### config.mk
export PLATFORM = sky130hd
export DESIGN_NAME = sad_addend_packer_8
export DESIGN_NICKNAME = d
export VERILOG_FILES = /design/src/rtl/sad_pkg.sv /design/src/rtl/sad_lane_fill_reg.sv /design/src/rtl/sad_addend_packer_8.sv
export SDC_FILE = /design/constraint.sdc
export NUM_CORES = 1
export LEC_CHECK = 0
export BUFFER_PORTS_ARGS = -buffer_cell sky130_fd_sc_hd__buf_2
export CAP_MARGIN = 40
export CORE_MARGIN = 2
export CORE_UTILIZATION = 25
export CTS_CLUSTER_DIAMETER = 40
export CTS_CLUSTER_SIZE = 14
export DETAILED_ROUTE_END_ITERATION = 8
export PLACE_DENSITY = 0.4
export SETUP_SLACK_MARGIN = 0.05
export SLEW_MARGIN = 10
export SYNTH_ARGS = -nofsm -noshare
export SYNTH_HDL_FRONTEND = slang
export SYNTH_SLANG_ARGS = --single-unit
### constraint.sdc
create_clock -name clk -period 2.4 [get_ports clk]
set_input_delay 0.48 -clock clk [delete_from_list [all_inputs] [get_ports clk]]
set_output_delay 0.48 -clock clk [all_outputs]
set_load 0.01 [all_outputs]
### src/rtl/sad_pkg.sv
// Shared definitions for the SAD addend packer: lane count, index width,
// element type and the helper that locates a lane inside a packed vector.
package sad_pkg;

    localparam int ELEMENT_BIT_DEPTH = 14;
    localparam int SAD_LANES         = 8;
    localparam int LANE_IDX_WIDTH    = 3;

    typedef logic [ELEMENT_BIT_DEPTH-1:0] lane_elem_t;

    // Bit offset of lane 'lane' in a vector of lanes that are 'elem_w' bits wide
    function automatic int lane_offset(input int lane, input int elem_w);
        return lane * elem_w;
    endfunction

endpackage

### src/rtl/sad_lane_fill_reg.sv
// Eight-lane write-enable register file that collects one element per write.
// group_vec presents the group as it would be completed on the current edge:
// lanes below wr_idx come from storage, lane wr_idx takes wr_data when a
// write is happening, and every lane above is zero-filled.
module sad_lane_fill_reg
    import sad_pkg::*;
#(
    parameter int ELEM_W = ELEMENT_BIT_DEPTH
)
(
    input  logic                          clk,
    input  logic                          rst_n,
    input  logic                          wr_en,
    input  logic [LANE_IDX_WIDTH-1:0]     wr_idx,
    input  logic [ELEM_W-1:0]             wr_data,
    output logic [ELEM_W*SAD_LANES-1:0]   group_vec
);

    logic [ELEM_W-1:0] lane_q [SAD_LANES];

    // Store the incoming element in the lane selected by the fill index
    always_ff @(posedge clk or negedge rst_n) begin
        if (!rst_n) begin
            for (int k = 0; k < SAD_LANES; k++) begin
                lane_q[k] <= '0;
            end
        end else if (wr_en) begin
            lane_q[wr_idx] <= wr_data;
        end
    end

    // Assemble the completed group with pass-through of the current write and zero-fill above it
    always_comb begin
        group_vec = '0;
        for (int k = 0; k < SAD_LANES; k++) begin
            if (LANE_IDX_WIDTH'(k) < wr_idx) begin
                group_vec[lane_offset(k, ELEM_W) +: ELEM_W] = lane_q[k];
            end else if ((LANE_IDX_WIDTH'(k) == wr_idx) && wr_en) begin
                group_vec[lane_offset(k, ELEM_W) +: ELEM_W] = wr_data;
            end
        end
    end

endmodule

### src/rtl/sad_addend_packer_8.sv
// Serial-to-parallel packer feeding the 8-input SAD adder tree.
// Collects eight elements over the input handshake and holds them as one
// packed vector on the output handshake; counts handed-off groups.
// Optional build macro SAD_PACKER_FLUSH_EN adds in_flush, which completes a
// partial group early with the remaining lanes zero-filled.
module sad_addend_packer_8 #(
    parameter int ELEMENT_BIT_DEPTH = sad_pkg::ELEMENT_BIT_DEPTH,
    parameter int GROUP_CNT_WIDTH   = 16
)
(
    input  logic                                         clk,
    input  logic                                         rst_n,
    input  logic                                         in_valid,
    output logic                                         in_ready,
    input  logic [ELEMENT_BIT_DEPTH-1:0]                 in_data,
`ifdef SAD_PACKER_FLUSH_EN
    input  logic                                         in_flush,
`endif
    output logic                                         out_valid,
    input  logic                                         out_ready,
    output logic [ELEMENT_BIT_DEPTH*sad_pkg::SAD_LANES-1:0] addend_array,
    output logic [GROUP_CNT_WIDTH-1:0]                   group_cnt
);

    import sad_pkg::*;

    localparam int VEC_W = ELEMENT_BIT_DEPTH * SAD_LANES;
    localparam logic [LANE_IDX_WIDTH-1:0] LAST_IDX = LANE_IDX_WIDTH'(SAD_LANES - 1);

    logic [LANE_IDX_WIDTH-1:0] idx;
    logic                      out_free;
    logic                      accept;
    logic                      handoff;
    logic                      flush_fire;
    logic                      complete;
    logic [VEC_W-1:0]          group_vec;

    // The output register can take a new group when it is empty or being drained this cycle
    assign out_free = !out_valid || out_ready;
    // Only the final lane can stall, because only it would overwrite an unconsumed group
    assign in_ready = (idx != LAST_IDX) || out_free;
    assign accept   = in_valid && in_ready;
    assign handoff  = out_valid && out_ready;

`ifdef SAD_PACKER_FLUSH_EN
    // A flush needs something to flush and, like lane 7, a free output register
    assign flush_fire = in_flush && out_free && ((idx != '0) || accept);
`else
    assign flush_fire = 1'b0;
`endif

    assign complete = (accept && (idx == LAST_IDX)) || flush_fire;

    sad_lane_fill_reg #(
        .ELEM_W    (ELEMENT_BIT_DEPTH)
    ) u_fill (
        .clk       (clk),
        .rst_n     (rst_n),
        .wr_en     (accept),
        .wr_idx    (idx),
        .wr_data   (in_data),
        .group_vec (group_vec)
    );

    // Fill index advances per accepted element and restarts at lane 0 once a group completes
    always_ff @(posedge clk or negedge rst_n) begin
        if (!rst_n) begin
            idx <= '0;
        end else if (complete) begin
            idx <= '0;
        end else if (accept) begin
            idx <= idx + LANE_IDX_WIDTH'(1);
        end
    end

    // Output register loads on completion (even during a hand-off, so there is no bubble) and empties on hand-off
    always_ff @(posedge clk or negedge rst_n) begin
        if (!rst_n) begin
            out_valid    <= 1'b0;
            addend_array <= '0;
        end else if (complete) begin
            out_valid    <= 1'b1;
            addend_array <= group_vec;
        end else if (handoff) begin
            out_valid    <= 1'b0;
        end
    end

    // Count handed-off groups, wrapping naturally at the counter width
    always_ff @(posedge clk or negedge rst_n) begin
        if (!rst_n) begin
            group_cnt <= '0;
        end else if (handoff) begin
            group_cnt <= group_cnt + GROUP_CNT_WIDTH'(1);
        end
    end

endmodule

# Word-level counts from Yosys, hierarchy flattened
# Cells that the tools add are included.
dict set report classes {
  n_reduce_logical 18
  n_lt_le_gt_ge 10
  muxes 23
  eq_ne 9
  bitwise_logic 1
  addsub 2
}
# cell count
set op_table {}
lappend op_table {{$mux W14} 17}
lappend op_table {{$bwmux W112} 1}
lappend op_table {{$demux W14 S3} 1}
lappend op_table {{$add A16 B1 Y16 const B} 1}
lappend op_table {{$eq A3 B3 Y1 const A} 4}
lappend op_table {{$logic_and A1 B1 Y1} 12}
lappend op_table {{$lt A3 B3 Y1 const A} 4}
lappend op_table {{$eq A2 B3 Y1 const A} 2}
lappend op_table {{$lt A1 B3 Y1 const A} 2}
lappend op_table {{$lt A2 B3 Y1 const A} 2}
lappend op_table {{$mux W3} 2}
lappend op_table {{$ge A4 B4 Y1 const B} 1}
lappend op_table {{$lt A4 B1 Y1 const B} 1}
lappend op_table {{$not A3 Y4} 1}
lappend op_table {{$reduce_bool A2 Y1} 2}
lappend op_table {{$add A3 B1 Y3 const B} 1}
lappend op_table {{$eq A1 B3 Y1 const A} 1}
lappend op_table {{$eq A3 B3 Y1 const B} 1}
lappend op_table {{$logic_not A3 Y1} 1}
lappend op_table {{$ne A3 B3 Y1 const B} 1}
lappend op_table {{$logic_or A1 B1 Y1} 2}
lappend op_table {{$mux W1} 2}
lappend op_table {{$logic_not A1 Y1} 1}
dict set report word_totals {
  register_bits 244
  out_inout_bits 130
  wordCells 75
  inputBits 18
}

# Depth between registers and ports, before layout
# Gate-level depths: netlist (run 1).
dict set report depth {
  depth_word 7
  ltp_mapped 10
  mapped_depth_nobuf 7
}

# Hierarchy
# Synthesis (run 1) repeated with hierarchy kept, for this count alone.
dict set report hier_totals {
  cells_unflattened 837
  hier_area_um2 11315.9
}
# module area_each_um2 cells_per_inst instances seq_area_each_um2
set modules_own_cells {}
lappend modules_own_cells {sad_lane_fill_reg 5853.1 526 1 2452.4}
lappend modules_own_cells {sad_addend_packer_8 5462.7 311 1 3303.2}

# Least setup slack after synthesis (run 1)
# Ideal clock, no wire load.
dict set report synth_timing {
  path_kind {register -> register}
  startpoint {register idx[1]}
  endpoint {register u_fill.lane_q[101] (netlist name)}
  synth_period_minus_slack_ns 2.195
  t_arrival_ns 2.070
  required_ns 2.275
  path_stages_with_launch 11
  setup_time_ns 0.125
  n_path_buf 3
  slack_ns 0.205
  path_cell_list {dfrtp_1 ha_1 ha_1 and3b_1 buf_6 inv_2 nand2_1 or2_1 buf_6 buf_12 mux2_4}
}
dict set report synth_between {
  word_cells_on_any_way 10
  cone_classes {order compare: 2; eq/ne: 1; mux: 3; bitwise: 1; reduce/logical: 3}
}
# element line
set synth_lines {}
lappend synth_lines {{start: declaration} sad_addend_packer_8.sv:30} ;# logic [LANE_IDX_WIDTH-1:0] idx;
lappend synth_lines {{start signal: assignment} sad_addend_packer_8.sv:72} ;# idx <= idx + LANE_IDX_WIDTH'(1);
lappend synth_lines {{$ne A3 B3 Y1} sad_addend_packer_8.sv:41} ;# assign in_ready = (idx != LAST_IDX) || out_free;
lappend synth_lines {{$logic_or A1 B1 Y1} sad_addend_packer_8.sv:41}
lappend synth_lines {{named net in_ready} sad_addend_packer_8.sv:14} ;# output logic in_ready,
lappend synth_lines {{$logic_and A1 B1 Y1} sad_addend_packer_8.sv:42} ;# assign accept = in_valid && in_ready;
lappend synth_lines {{end signal: indexed assignment} sad_lane_fill_reg.sv:28} ;# lane_q[wr_idx] <= wr_data;
lappend synth_lines {{end: declaration} sad_lane_fill_reg.sv:19} ;# logic [ELEM_W-1:0] lane_q [SAD_LANES];
# The timed path passes the listed nets, and every way through them passes these cells.
# A chain may end at the register's enable or synchronous reset.

# Final worst setup path (run 1)
dict set report layout_timing {
  startpoint {register idx[0]}
  endpoint {output port in_ready}
}
dict set report layout_between {
  elab_chain_cells 2
}
# element line
set layout_lines {}
lappend layout_lines {{$ne A3 B3 Y1} sad_addend_packer_8.sv:41}
lappend layout_lines {{$logic_or A1 B1 Y1} sad_addend_packer_8.sv:41}
lappend layout_lines {{end: declaration} sad_addend_packer_8.sv:14}
# No other way between the ends.

==> run summary, run 1 <==
The detail route stage leaves a number of antenna-violating nets equal to 0. The analysis attributes to cell leakage a power of 5.86 nW. TritonCTS built the clock tree.

The number of buffers added on ports is 147. The worst path in the final design needs a cycle of 2.28 ns, including I/O delays and setup. For this run, the number of Yosys warnings is 0. The critical setup path kind is reg -> out.

The pin slew with the least headroom to its limit was 0.637 ns; the number of setup violations in the final report was 0. The wire length of the first global-routing pass was 45,700 um. Sorting the synthesized cells by area gives the leading types as sky130_fd_sc_hd__dfrtp_1 60%, sky130_fd_sc_hd__mux2_2 7.3%, sky130_fd_sc_hd__nor2_1 5.7%. The run gives 0.51 ns as the clock latency on the worst-skew pair. The cell type of the slowest stage on the worst timing path is sky130_fd_sc_hd__dfrtp_1. Summed over all layers, the global routing overflow is 0. The repair_antennas step left the layout with diodes totalling 0.

For this design, the sink count on the clock tree is 230. The portion of the post-synthesis area used by sequential elements was 59.9%; the pin count of the biggest net entering global routing was 61. The post-layout net count was 1,073. The run finished with clean final reports. The average vias per placed instance came out at 4.50. The largest fanout on the critical path works out to 4.

The run gives 3 as the maximum buffer depth of the clock tree. The horizontal extent of the die is 200 um, and the number of hold violations in the final report is 0. The highest cell delay on the worst timing path was 0.38 ns. The sequential standard cell area came out at 5760 um2. STA puts the critical path data required time at 1.92 ns. The initialized floorplan defines 71 standard-cell rows. The cell count after synthesis came out at 889. For this run, the top clock speed supported by timing is 439 MHz.

The fraction of layout cells with a size suffix above 1 is 31.4%, and the total power divided by cell area is 1450 nW/um2. STA classifies the critical path startpoint as a flip-flop. The DRC violations left is 0. Summing every instance area after synthesis gives 9610 um2. For this block, the via count after detailed routing is 7,167. The family with the most delay on the worst path was adder cells. The post-place setup slack is 0.204 ns, and the number of fill cells in the layout is 3,910. Most common cell after layout, fill and taps aside: sky130_fd_sc_hd__dfrtp_1. The tree is rooted in a sky130_fd_sc_hd__clkbuf_16. The ratio of final minimum period to clock period is 94.9%, and the sum of buffers and inverters on the critical path is 2. The run gives 0 as the initial antenna violation count.

The first detailed-routing pass ran for 4 iterations. In this run the vertical extent of the chip is 200 um. The data arrival time of the critical path was 1.80 ns; the maximum VDD drop was 0.521 mV. The number of nets in the synthesized netlist is 912. The critical path goes through ha_1, ha_1, and3b_2, inv_2, buf_2. The top cell types in the final layout, fill and taps aside, are 230 x sky130_fd_sc_hd__dfrtp_1, 146 x sky130_fd_sc_hd__buf_2, 145 x sky130_fd_sc_hd__nor2_1. Path class of the lowest-slack min-delay path: in -> reg. The via count of the first global-routing pass is 7,329, and the initial detailed-routing violation count is 381. For this configuration, the core starts out at a cell density of 25.5%. On the final layout, the worst clock skew is 0.00950 ns. At the end of routability-driven placement, the weighted congestion stood at 0.756.

Setup repair after global routing left no endpoint under its margin. Detailed placement finished with a half-perimeter wire length of 18,900 um. The tool flagged a number of max-cap violations equal to 0.

The synthesis-to-finish area growth is 30.6%. The I/O pin count is 148. In this run, synthesis produced a sequential element count of 230. A synthesized cell averages 10.8 um2. Summing all multi-input logic gate instances after layout gives 3480 um2. The average wire per cell in the routed design was 18.8 um. The core region is 37,800 um2. Summed over its instances, the top area cell type makes up 59.9% of the synthesized netlist area. The floorplan step defined a die boundary enclosing 40,000 um2.

The H-tree was split into 2 levels. Summed over all failing endpoints, the final setup total negative slack is 0 ns. The cell repeated most along the worst path is sky130_fd_sc_hd__ha_1.

The remaining max-slew budget at the tightest pin was 57.6%. Once routing completed, OpenROAD measured the worst setup slack at 0.121 ns. Overall track demand over capacity in global routing: 15.3%. Counting the buffers created by CTS gives 41.

Type of destination of the critical path: an output pin. The top cell type by total area after synthesis is sky130_fd_sc_hd__dfrtp_1. Wires add up to 29,900 um. Clock-pin slew was measured on the worst setup and hold paths at 0.05 ns. Number of unique standard cell types used by synthesis: 42.

Max-slew violation total from the final report: 0.
cell usage after synthesis, drive strengths merged:
| cell | number |
|---|---|
| o21ai | 28 |
| o22a | 1 |
| o21a | 1 |
| nor3b | 15 |
| nor4b | 2 |
| a31oi | 14 |
| nand3 | 9 |
| nand2b | 4 |
| or2 | 2 |
| and3 | 2 |
| and4 | 2 |
| dfrtp | 230 |
| mux2 | 72 |
| a22o | 1 |
| nand4 | 2 |
| or4 | 1 |
| nor4 | 2 |
| buf | 17 |
| nor2b | 1 |
| nor3 | 5 |
| clkbuf | 54 |
| and2 | 1 |
| a21bo | 1 |
| nand2 | 140 |
| inv | 17 |
| xnor2 | 11 |
| or3 | 1 |
| and3b | 1 |
| a21oi | 42 |
| a221oi | 56 |
| xor2 | 4 |
| ha | 5 |
| nor2 | 145 |
logic make-up (layout without fill, tap and decap cells):
family / Yosys count / count (layout) / synth area share (%)
buffers and inverters: 88 / 279 / 4.13
flip-flops: 230 / 230 / 59.9
AO/OA/AOI/OAI: 144 / 144 / 10.0
adder cells (fa/ha/maj): 5 / 5 / 0.651
AND/OR/NAND/NOR: 335 / 335 / 15.1
multiplexers: 72 / 72 / 8.83
XOR/XNOR: 15 / 15 / 1.37
power breakdown:
group	switching (mW)	internal [mW]	leakage (nW)
logic	2.97	2.29	2.37
registers	1.06	5.72	2.81
clock network	2.00	4.13	0.689
per-layer routing:
| metal | share of wire, % | vias up | track usage (%) |
|---|---|---|---|
| met4 | 1.9 | 0 | 4.25 |
| met1 | 46 | 3579 | 20.8 |
| met3 | 4.9 | 48 | 2.97 |
| met5 | 0 | - | 0 |
| met2 | 47 | 157 | 24.8 |
| li1 | - | 3383 | - |
what timing repair did:
item / CTS / global route
cloned: 0 / 0
endpoints found under the hold margin: 53 / 0
hold buffers: 1 / 0
endpoints found under the setup margin: 1 / 1
gates resized for setup: 1 / 0
setup buffers: 0 / 2
worst register-to-register path: stages, from the launching register on:
cell,delay [ns]
sky130_fd_sc_hd__dfrtp_1,0.38
sky130_fd_sc_hd__ha_1,0.20
sky130_fd_sc_hd__ha_1,0.19
sky130_fd_sc_hd__and3b_2,0.27
sky130_fd_sc_hd__buf_12,0.15
sky130_fd_sc_hd__nor4_4,0.19
sky130_fd_sc_hd__buf_4,0.29
sky130_fd_sc_hd__mux2_2,0.37
state kept, by name (all words and copies together), names as in the netlist:
register,count
addend_array,112
group_cnt,16
u_fill.lane_q,98
out_valid,1
idx,3
final cells by class:
class | instances | share of cell area (%)
clock buffers | 51 | 8.80
clock inverters | 22 | 2.74
inverters | 17 | 0.509
multi-input cells | 571 | 27.7
flip-flops and latches | 230 | 45.9
well taps | 511 | 5.10
repair buffers | 189 | 9.27
final timing paths:
path / start / to / slack [ns] / cells past startpoint
setup / recovery: idx[0] / in_ready / 0.12 / 5
hold / removal: out_ready / group_cnt[0] / 0.34 / 3
setup reg to reg: idx[0] / u_fill.lane_q[48] / 0.24 / 7
hold reg to reg: group_cnt[15] / group_cnt[15] / 0.46 / 1
max in group asynchronous: rst_n / u_fill.lane_q[57] / 1.23 / 3
min in group asynchronous: rst_n / addend_array[23] / 0.50 / 2
per-stage QoR:
stage / instances / total power [mW] / area [um2] / hold slack, ns / utilization (%)
final: 1591 / 18.2 / 12500 / 0.338 / 33.2
after global placement: 1515 / 12.1 / 11100 / 0.455 / 29.3
after detailed placement: 1515 / 12.2 / 11100 / 0.457 / 29.3
after global routing: 1591 / 19.5 / 12500 / 0.331 / 33.2
after CTS: 1589 / 18.5 / 12500 / 0.299 / 33.2
after floorplan: 889 / 9.87 / 9610 / 0.184 / -
Note: power is estimated with default switching activity, not from simulation.
==> run 2, diff against run 1 <==
--- a/config.mk
+++ b/config.mk
@@ -12,9 +12,9 @@
 export CTS_CLUSTER_DIAMETER = 40
 export CTS_CLUSTER_SIZE = 14
 export DETAILED_ROUTE_END_ITERATION = 8
-export PLACE_DENSITY = 0.4
+export PLACE_DENSITY_LB_ADDON = 0.25
 export SETUP_SLACK_MARGIN = 0.05
-export SLEW_MARGIN = 10
+export SLEW_MARGIN = 20
 export SYNTH_ARGS = -nofsm -noshare
 export SYNTH_HDL_FRONTEND = slang
 export SYNTH_SLANG_ARGS = --single-unit
==> run 2 against run 1 <==
Against the previous run:
- final cell count shrank 0.69%
- register-to-register slack is essentially flat
- highest routed layer unchanged
- worst hold slack lost 0.019 ns
- largest cell class unchanged
==> run summary, run 2 (same netlist as run 1, synthesis figures left out) <==
The post-route antenna net violation count is 0 (unchanged), and the ratio of final minimum period to clock period is 93.2% (-1.7 points). The tools report the remaining max-slew budget at the tightest pin as 59.4% (+1.9 points). TritonCTS built the clock tree. The run gives 0.0128 ns (+0.00326 ns) as the worst clock skew on the final layout. The highest cell delay on the worst timing path was 0.37 ns (about the same). The endpoint of the worst register-to-register path was u_fill.lane_q[54]. The cell count of the worst reg-to-reg path was 7 (unchanged); the post-place setup slack was 0.118 ns (-0.0858 ns). The upper clock frequency limit was 447 MHz (+1.8%); the average wire per cell in the routed design was 17.9 um (-4.6%). The tools report the clock latency on the worst-skew pair as 0.51 ns (about the same). The overall track demand over capacity in global routing was 14.3% (-0.93 points); the average vias per placed instance was 4.52 (+0.36%). The sum of buffers and inverters on the critical path works out to 2 (unchanged). The library cell used most frequently in the layout, excluding fill and tap cells, is sky130_fd_sc_hd__dfrtp_1.

The aggregate negative setup slack was 0 ns (unchanged). The max-slew violation total from the final report was 0 (unchanged); the final hold slack was 0.319 ns (-0.0194 ns). In the layout the commonest cells are 230 x sky130_fd_sc_hd__dfrtp_1, 146 x sky130_fd_sc_hd__buf_2, 145 x sky130_fd_sc_hd__nor2_1. The run gives 1.76 ns (-0.04 ns) as the data arrival time of the critical path.

The largest fanout on the critical path is 5 (+1), and the DRC violations left is 0 (unchanged). The tools report the post-route core utilization as 32.8% (-0.41 points). The launching element type of the critical path is a flip-flop. For the total iterations of the first detailed-routing run, the log shows 5 (+1). The run finished with clean final reports.

The pin slew with the least headroom to its limit came out at 0.609 ns (-0.0279 ns). The worst setup path is captured at an output pin. The total power divided by cell area works out to 1420 nW/um2 (-1.9%).

Buffer cell driving the clock tree root: sky130_fd_sc_hd__clkbuf_16. The required arrival time at the worst endpoint is 1.92 ns (about the same), and the instance count on the critical path is 5 (unchanged). The launch point of the critical path was idx[0].

The tools report the number of setup violations in the final report as 0 (unchanged). The critical path is of the reg -> out type. The initial detailed-routing violation count was 352 (-7.6%). The signal on the critical path passes through ha_1, ha_1, and3b_2, inv_2, buf_2. The placed standard-cell area is 11,000 um2 (-0.43%). The final non-filler cell area is 12,400 um2 (-1.2%).

The number of buffers added on ports is 147 (unchanged). The setup slack of the most critical reg-to-reg path is 0.23 ns (about the same), and the total clock buffers created by CTS is 39 (-4.9%). For the standard cell core area, the log shows 37,800 um2 (unchanged).

For the reported leakage power, the log shows 5.79 nW (-1.2%). The I/O pin count was 148 (unchanged). The largest registers in the layout are addend_array x112, u_fill.lane_q x98, group_cnt x16.

The cell repeated most along the worst path is sky130_fd_sc_hd__ha_1. Residual overflow from global routing: 0 (unchanged). The maximum VDD drop came out at 0.612 mV (+17%). Broken down by cell family, the worst path's largest delay share belongs to adder cells. The shortest clock period the worst path allows after layout is 2.24 ns (-0.0412 ns), and the initial antenna violation count is 1 (+1).

The total via count in the routed design was 7,143 (-0.33%); the fraction of layout cells with a size suffix above 1 was 30.9% (-0.49 points). Number of flip-flops in the largest register: 112 (unchanged). The H-tree depth was 2 (unchanged); the maximum buffer depth of the clock tree was 3 (unchanged). Slack of the critical path: 0.162 ns (+0.0412 ns).

The horizontal extent of the die is 200 um (unchanged), and the clock sink count is 230 (unchanged). For the HPWL after detailed placement, the log shows 18,100 um (-4.5%). The worst register-to-register path begins at idx[0]. In this run the worst setup path terminates at in_ready.

The path class of the tightest hold or removal check is in -> reg. The tools report the starting density of the core as 25.5% (unchanged). Counting flops per register, the top entry is addend_array.

Setup repair after global routing left no endpoint under its margin. The number of max-cap violations came out at 0 (unchanged). The row count was 71 (unchanged). The cell type of the slowest stage on the worst timing path is sky130_fd_sc_hd__dfrtp_1. The pin count of the biggest net entering global routing was 59 (-3.3%). For the number of fill cells in the layout, the log shows 3,883 (-0.69%).

For the via count of the first global-routing pass, the log shows 7,185 (-2.0%). The number of hold violations in the final report was 0 (unchanged). The area of the die was 40,000 um2 (unchanged). The wire length of the first global-routing pass came out at 43,500 um (-4.8%).

The vertical extent of the die is 200 um (unchanged), and the post-layout net count is 1,063 (-0.93%). The routability-driven placement congestion ratio is 0.719 (-4.9%). The run gives 28,300 um (-5.3%) as the total wirelength of the detailed-routed design.

The clock slew at the register clock pins of the worst setup and hold paths came out at 0.05 ns (about the same). The area growth from synthesis to layout is 28.9%.
## run 2: cell count changes in the layout (fill, tap and decap cells not counted), moves of 2 or more
cell,change
sky130_fd_sc_hd__bufinv_16,-4
sky130_fd_sc_hd__inv_6,-3
sky130_fd_sc_hd__clkinv_2,+4
sky130_fd_sc_hd__clkbuf_1,-2
sky130_fd_sc_hd__clkbuf_8,+2
sky130_fd_sc_hd__buf_4,-9
sky130_fd_sc_hd__clkinvlp_4,-2
## run 2: area by class of cell
| cell class | instances | area (um2) | area share, % |
|---|---|---|---|
| flip-flops and latches | 230 | 5760 | 46.5 |
| diodes | 1 | 2.50 | 0.0202 |
| clock inverters | 18 | 211 | 1.71 |
| clock buffers | 51 | 1120 | 9.07 |
| repair buffers | 181 | 1120 | 9.01 |
| well taps | 511 | 639 | 5.16 |
| multi-input cells | 571 | 3480 | 28.1 |
| inverters | 17 | 63.8 | 0.515 |
## run 2: tightest hold or removal path, stage by stage
cell and delay (ns):
sky130_fd_sc_hd__buf_2 0.14, sky130_fd_sc_hd__nand2_1 0.10, sky130_fd_sc_hd__xnor2_1 0.07
## run 2: repair_timing
item / CTS / global route
setup buffers: 0 / 2
hold buffers: 1 / 0
hold endpoints to repair: 50 / 0
gates resized for setup: 0 / 2
setup endpoints to repair: 0 / 15
## run 2: worst min path at each step
| stage | slack, ns | start | to | cells after the start |
|---|---|---|---|---|
| after floorplan | 0.18 | rst_n | addend_array[0] | 0 |
| after global placement | 0.45 | rst_n | addend_array[23] | 1 |
| after detailed placement | 0.46 | rst_n | addend_array[23] | 1 |
| after CTS | 0.30 | out_ready | group_cnt[0] | 3 |
| after global routing | 0.34 | out_ready | group_cnt[0] | 3 |
| final | 0.32 | out_ready | group_cnt[0] | 3 |
## run 2: metal layers
metal	vias to the layer above	global-route usage, %	routed length [um]
met5	-	0	0
met4	0	3.68	483
met3	39	2.97	1390
met2	159	22.9	13000
met1	3587	19.9	13400
li1	3358	-	-
## run 2: through the flow
stage / instances / power (mW)
after global placement: 1507 / 12.0
after CTS: 1577 / 17.9
final: 1580 / 17.6
after detailed placement: 1507 / 12.2
after global routing: 1579 / 18.8
after floorplan: 889 / 9.87
## run 2: power by group
| part | internal (mW) | total (mW) | switching (mW) |
|---|---|---|---|
| clock | 3.72 | 5.62 | 1.90 |
| sequential | 5.72 | 6.71 | 0.995 |
| combinational | 2.26 | 5.28 | 3.01 |
==> run 3, diff against run 2 <==
--- a/config.mk
+++ b/config.mk
@@ -7,6 +7,8 @@
 export LEC_CHECK = 0
 export BUFFER_PORTS_ARGS = -buffer_cell sky130_fd_sc_hd__buf_2
 export CAP_MARGIN = 40
+export CELL_PAD_IN_SITES_DETAIL_PLACEMENT = 2
+export CELL_PAD_IN_SITES_GLOBAL_PLACEMENT = 2
 export CORE_MARGIN = 2
 export CORE_UTILIZATION = 25
 export CTS_CLUSTER_DIAMETER = 40
==> constraint.sdc (replaced) <==
create_clock -name clk -period 2.4 [get_ports clk]
set_input_delay 0.48 -clock clk [delete_from_list [all_inputs] [get_ports clk]]
set_output_delay 0.48 -clock clk [all_outputs]
set_load 0.05 [all_outputs]
==> run 3 against run 2 <==
Against the previous run:
- global-route usage is 2.7 points higher
- critical path depth stayed put
- count of clock-buffer cells in the layout is 13 higher
- maximum frequency is 1.7% lower
- register-to-register slack worse by 0.07 ns
- sequential power is 2% higher
- critical endpoint unchanged
- largest power group is now combinational logic
==> run summary, run 3 (same netlist as run 1, synthesis figures left out) <==
The ratio of final minimum period to clock period is 94.9% (+1.6 points). For the clock sink count, the log shows 230 (unchanged). The final non-filler cell area came out at 12,700 um2 (+2.8%).

The total power divided by cell area works out to 1710 nW/um2 (+20%). The via count of the first global-routing pass was 8,247 (+15%). The average wire per cell in the routed design works out to 20.4 um (+14%). The tightest min-delay check is of the in -> reg type. Leaving out fill and tap cells, the most frequent cells in the layout are 230 x sky130_fd_sc_hd__dfrtp_1, 145 x sky130_fd_sc_hd__nor2_1, 145 x sky130_fd_sc_hd__buf_2.

The post-route core utilization is 33.7% (+0.91 points), and the post-layout net count is 1,081 (+1.7%). The run finished with clean final reports. The tools report the residual overflow from global routing as 0 (unchanged).

In this run the top signal layer used is met4. The largest fanout on the critical path works out to 3 (-2). The overall track demand over capacity in global routing came out at 17.0% (+2.7 points). The depth of the worst hold-timing path came out at 3 (unchanged).

The starting density of the core is 25.5% (unchanged), and the total wirelength of the detailed-routed design is 32,700 um (+16%). Total via count in the routed design: 7,396 (+3.5%). The number of buffers added on ports is 147 (unchanged), and the required arrival time at the worst endpoint is 1.92 ns (about the same). The area of the die is 40,000 um2 (unchanged), and the aggregate negative setup slack is 0 ns (unchanged). The largest registers in the layout are addend_array x112, u_fill.lane_q x98, group_cnt x16. The total clock buffers created by CTS was 46 (+18%). Pin count of the biggest net entering global routing: 73 (+24%). The standard cell core area is 37,800 um2 (unchanged), and the pin slew with the least headroom to its limit is 0.692 ns (+0.0838 ns). The number of flip-flops in the largest register is 112 (unchanged), and the wire length of the first global-routing pass is 50,700 um (+16%).

The upper clock frequency limit came out at 439 MHz (-1.7%). The run gives 15,300 um (+14%) as the total routed wire length on the met1 layer. The cell count of the worst reg-to-reg path was 8 (+1). The met2 wire length was 15,500 um (+20%). Data arrival time of the critical path: 1.80 ns (+0.04 ns). The DRC violations left came out at 0 (unchanged). Maximum buffer depth of the clock tree: 3 (unchanged). Fraction of layout cells with a size suffix above 1: 32.3% (+1.4 points). The tree is rooted in a sky130_fd_sc_hd__clkbuf_16. The synthesis-to-finish area growth was 32.5%; the row count was 71 (unchanged). The critical setup path kind is reg -> out.

The average vias per placed instance was 4.61 (+1.9%). The setup slack of the most critical reg-to-reg path is 0.16 ns (-0.07 ns). The run gives 4 (-1) as the total iterations of the first detailed-routing run. The I/O pin count was 148 (unchanged). For the initial antenna violation count, the log shows 1 (unchanged).

The run gives 0.694 mV (+13%) as the maximum VDD drop. The run gives 0.0131 ns (+0.000333 ns) as the worst clock skew on the final layout. The most common cell after layout, fill and taps aside is sky130_fd_sc_hd__dfrtp_1.

Ranked by flip-flop count, first place goes to addend_array. The total length of routed met3 wires was 1320 um (-5.0%); the remaining max-slew budget at the tightest pin was 53.8% (-5.6 points). The worst setup path is captured at an output pin.

The number of setup violations in the final report is 0 (unchanged), and the post-route antenna net violation count is 0 (unchanged). The logs give 0.55 ns (+0.04 ns) for the clock latency on the worst-skew pair and 20,500 um (+14%) for the HPWL after detailed placement. The tools report the reported leakage power as 5.96 nW (+2.8%).

The max-slew violation total from the final report is 0 (unchanged). The launching element type of the critical path was a flip-flop. The number of max-cap violations is 0 (unchanged), and the initial detailed-routing violation count is 291 (-17%).

The vertical extent of the die came out at 200 um (unchanged). TritonCTS built the clock tree. For the H-tree depth, the log shows 2 (unchanged).

The shortest clock period the worst path allows after layout was 2.28 ns (+0.0392 ns); the clock slew at the register clock pins of the worst setup and hold paths was 0.04 ns (about the same). The horizontal extent of the die came out at 200 um (unchanged). The placed standard-cell area is 11,100 um2 (+0.89%).

The routability-driven placement congestion ratio was 0.737 (+2.5%); the number of hold violations in the final report was 0 (unchanged). Setup repair after global routing left no endpoint under its margin.
## run 3: changes by cell type in the layout (fill, tap and decap cells not counted), moves of 2 or more
| cell | before | now |
|---|---|---|
| sky130_fd_sc_hd__clkinvlp_4 | 4 | 8 |
| sky130_fd_sc_hd__buf_4 | 24 | 33 |
| sky130_fd_sc_hd__clkbuf_1 | 4 | 6 |
| sky130_fd_sc_hd__buf_6 | 0 | 2 |
| sky130_fd_sc_hd__clkbuf_8 | 6 | 11 |
| sky130_fd_sc_hd__clkinv_4 | 2 | 0 |
| sky130_fd_sc_hd__clkbuf_16 | 41 | 47 |
## run 3: per-stage QoR
stage,hold slack (ns),setup WS [ns],power [mW],cells
6_report,0.304,0.123,21.7,1606
5_1_grt,0.293,0.0541,23.0,1605
4_1_cts,0.269,0.0985,22.1,1605
3_5_place_dp,0.459,0.132,15.4,1518
3_3_place_gp,0.459,0.136,15.2,1518
2_1_floorplan,0.184,0.119,12.8,889
## run 3: report_power, final
part	internal, mW	switching, mW	leakage, nW	total, mW
clock	4.33	2.13	0.755	6.46
combinational	2.34	6.09	2.39	8.43
sequential	5.72	1.11	2.81	6.83
total	12.4	9.33	5.96	21.7
## run 3: worst paths after layout
path,to,from
hold reg to reg,u_fill.lane_q[31],u_fill.lane_q[31]
setup / recovery,in_ready,idx[0]
max in group asynchronous,group_cnt[14],rst_n
min in group asynchronous,u_fill.lane_q[60],rst_n
setup reg to reg,u_fill.lane_q[42],idx[0]
hold / removal,group_cnt[0],out_ready
## run 3: worst max-delay path: stages (launching register included)
cell and delay (ns):
sky130_fd_sc_hd__dfrtp_1 0.37, sky130_fd_sc_hd__ha_1 0.20, sky130_fd_sc_hd__ha_1 0.20, sky130_fd_sc_hd__and3b_2 0.25
sky130_fd_sc_hd__inv_4 0.07, sky130_fd_sc_hd__buf_6 0.16
## run 3: final cells by class
cell class / instances / area, um2
diodes: 1 / 2.50
clock buffers: 64 / 1350
clock inverters: 20 / 224
fillers: 4039 / 25000
inverters: 17 / 66.3
multi-input cells: 571 / 3480
flip-flops and latches: 230 / 5760
well taps: 511 / 639
repair buffers: 192 / 1220
## run 3: timing repair
| action | in CTS | in global routing |
|---|---|---|
| hold buffers | 1 | 0 |
| resized for setup | 3 | 1 |
| setup endpoints to repair | 1 | 1 |
| hold endpoints to repair | 63 | 0 |
| setup buffers | 2 | 0 |
## run 3: metal layers
layer,track usage [%],vias to the layer above
li1,-,3399
met1,23.0,3804
met2,27.8,143
met3,3.02,50
met4,5.40,0
met5,0,-
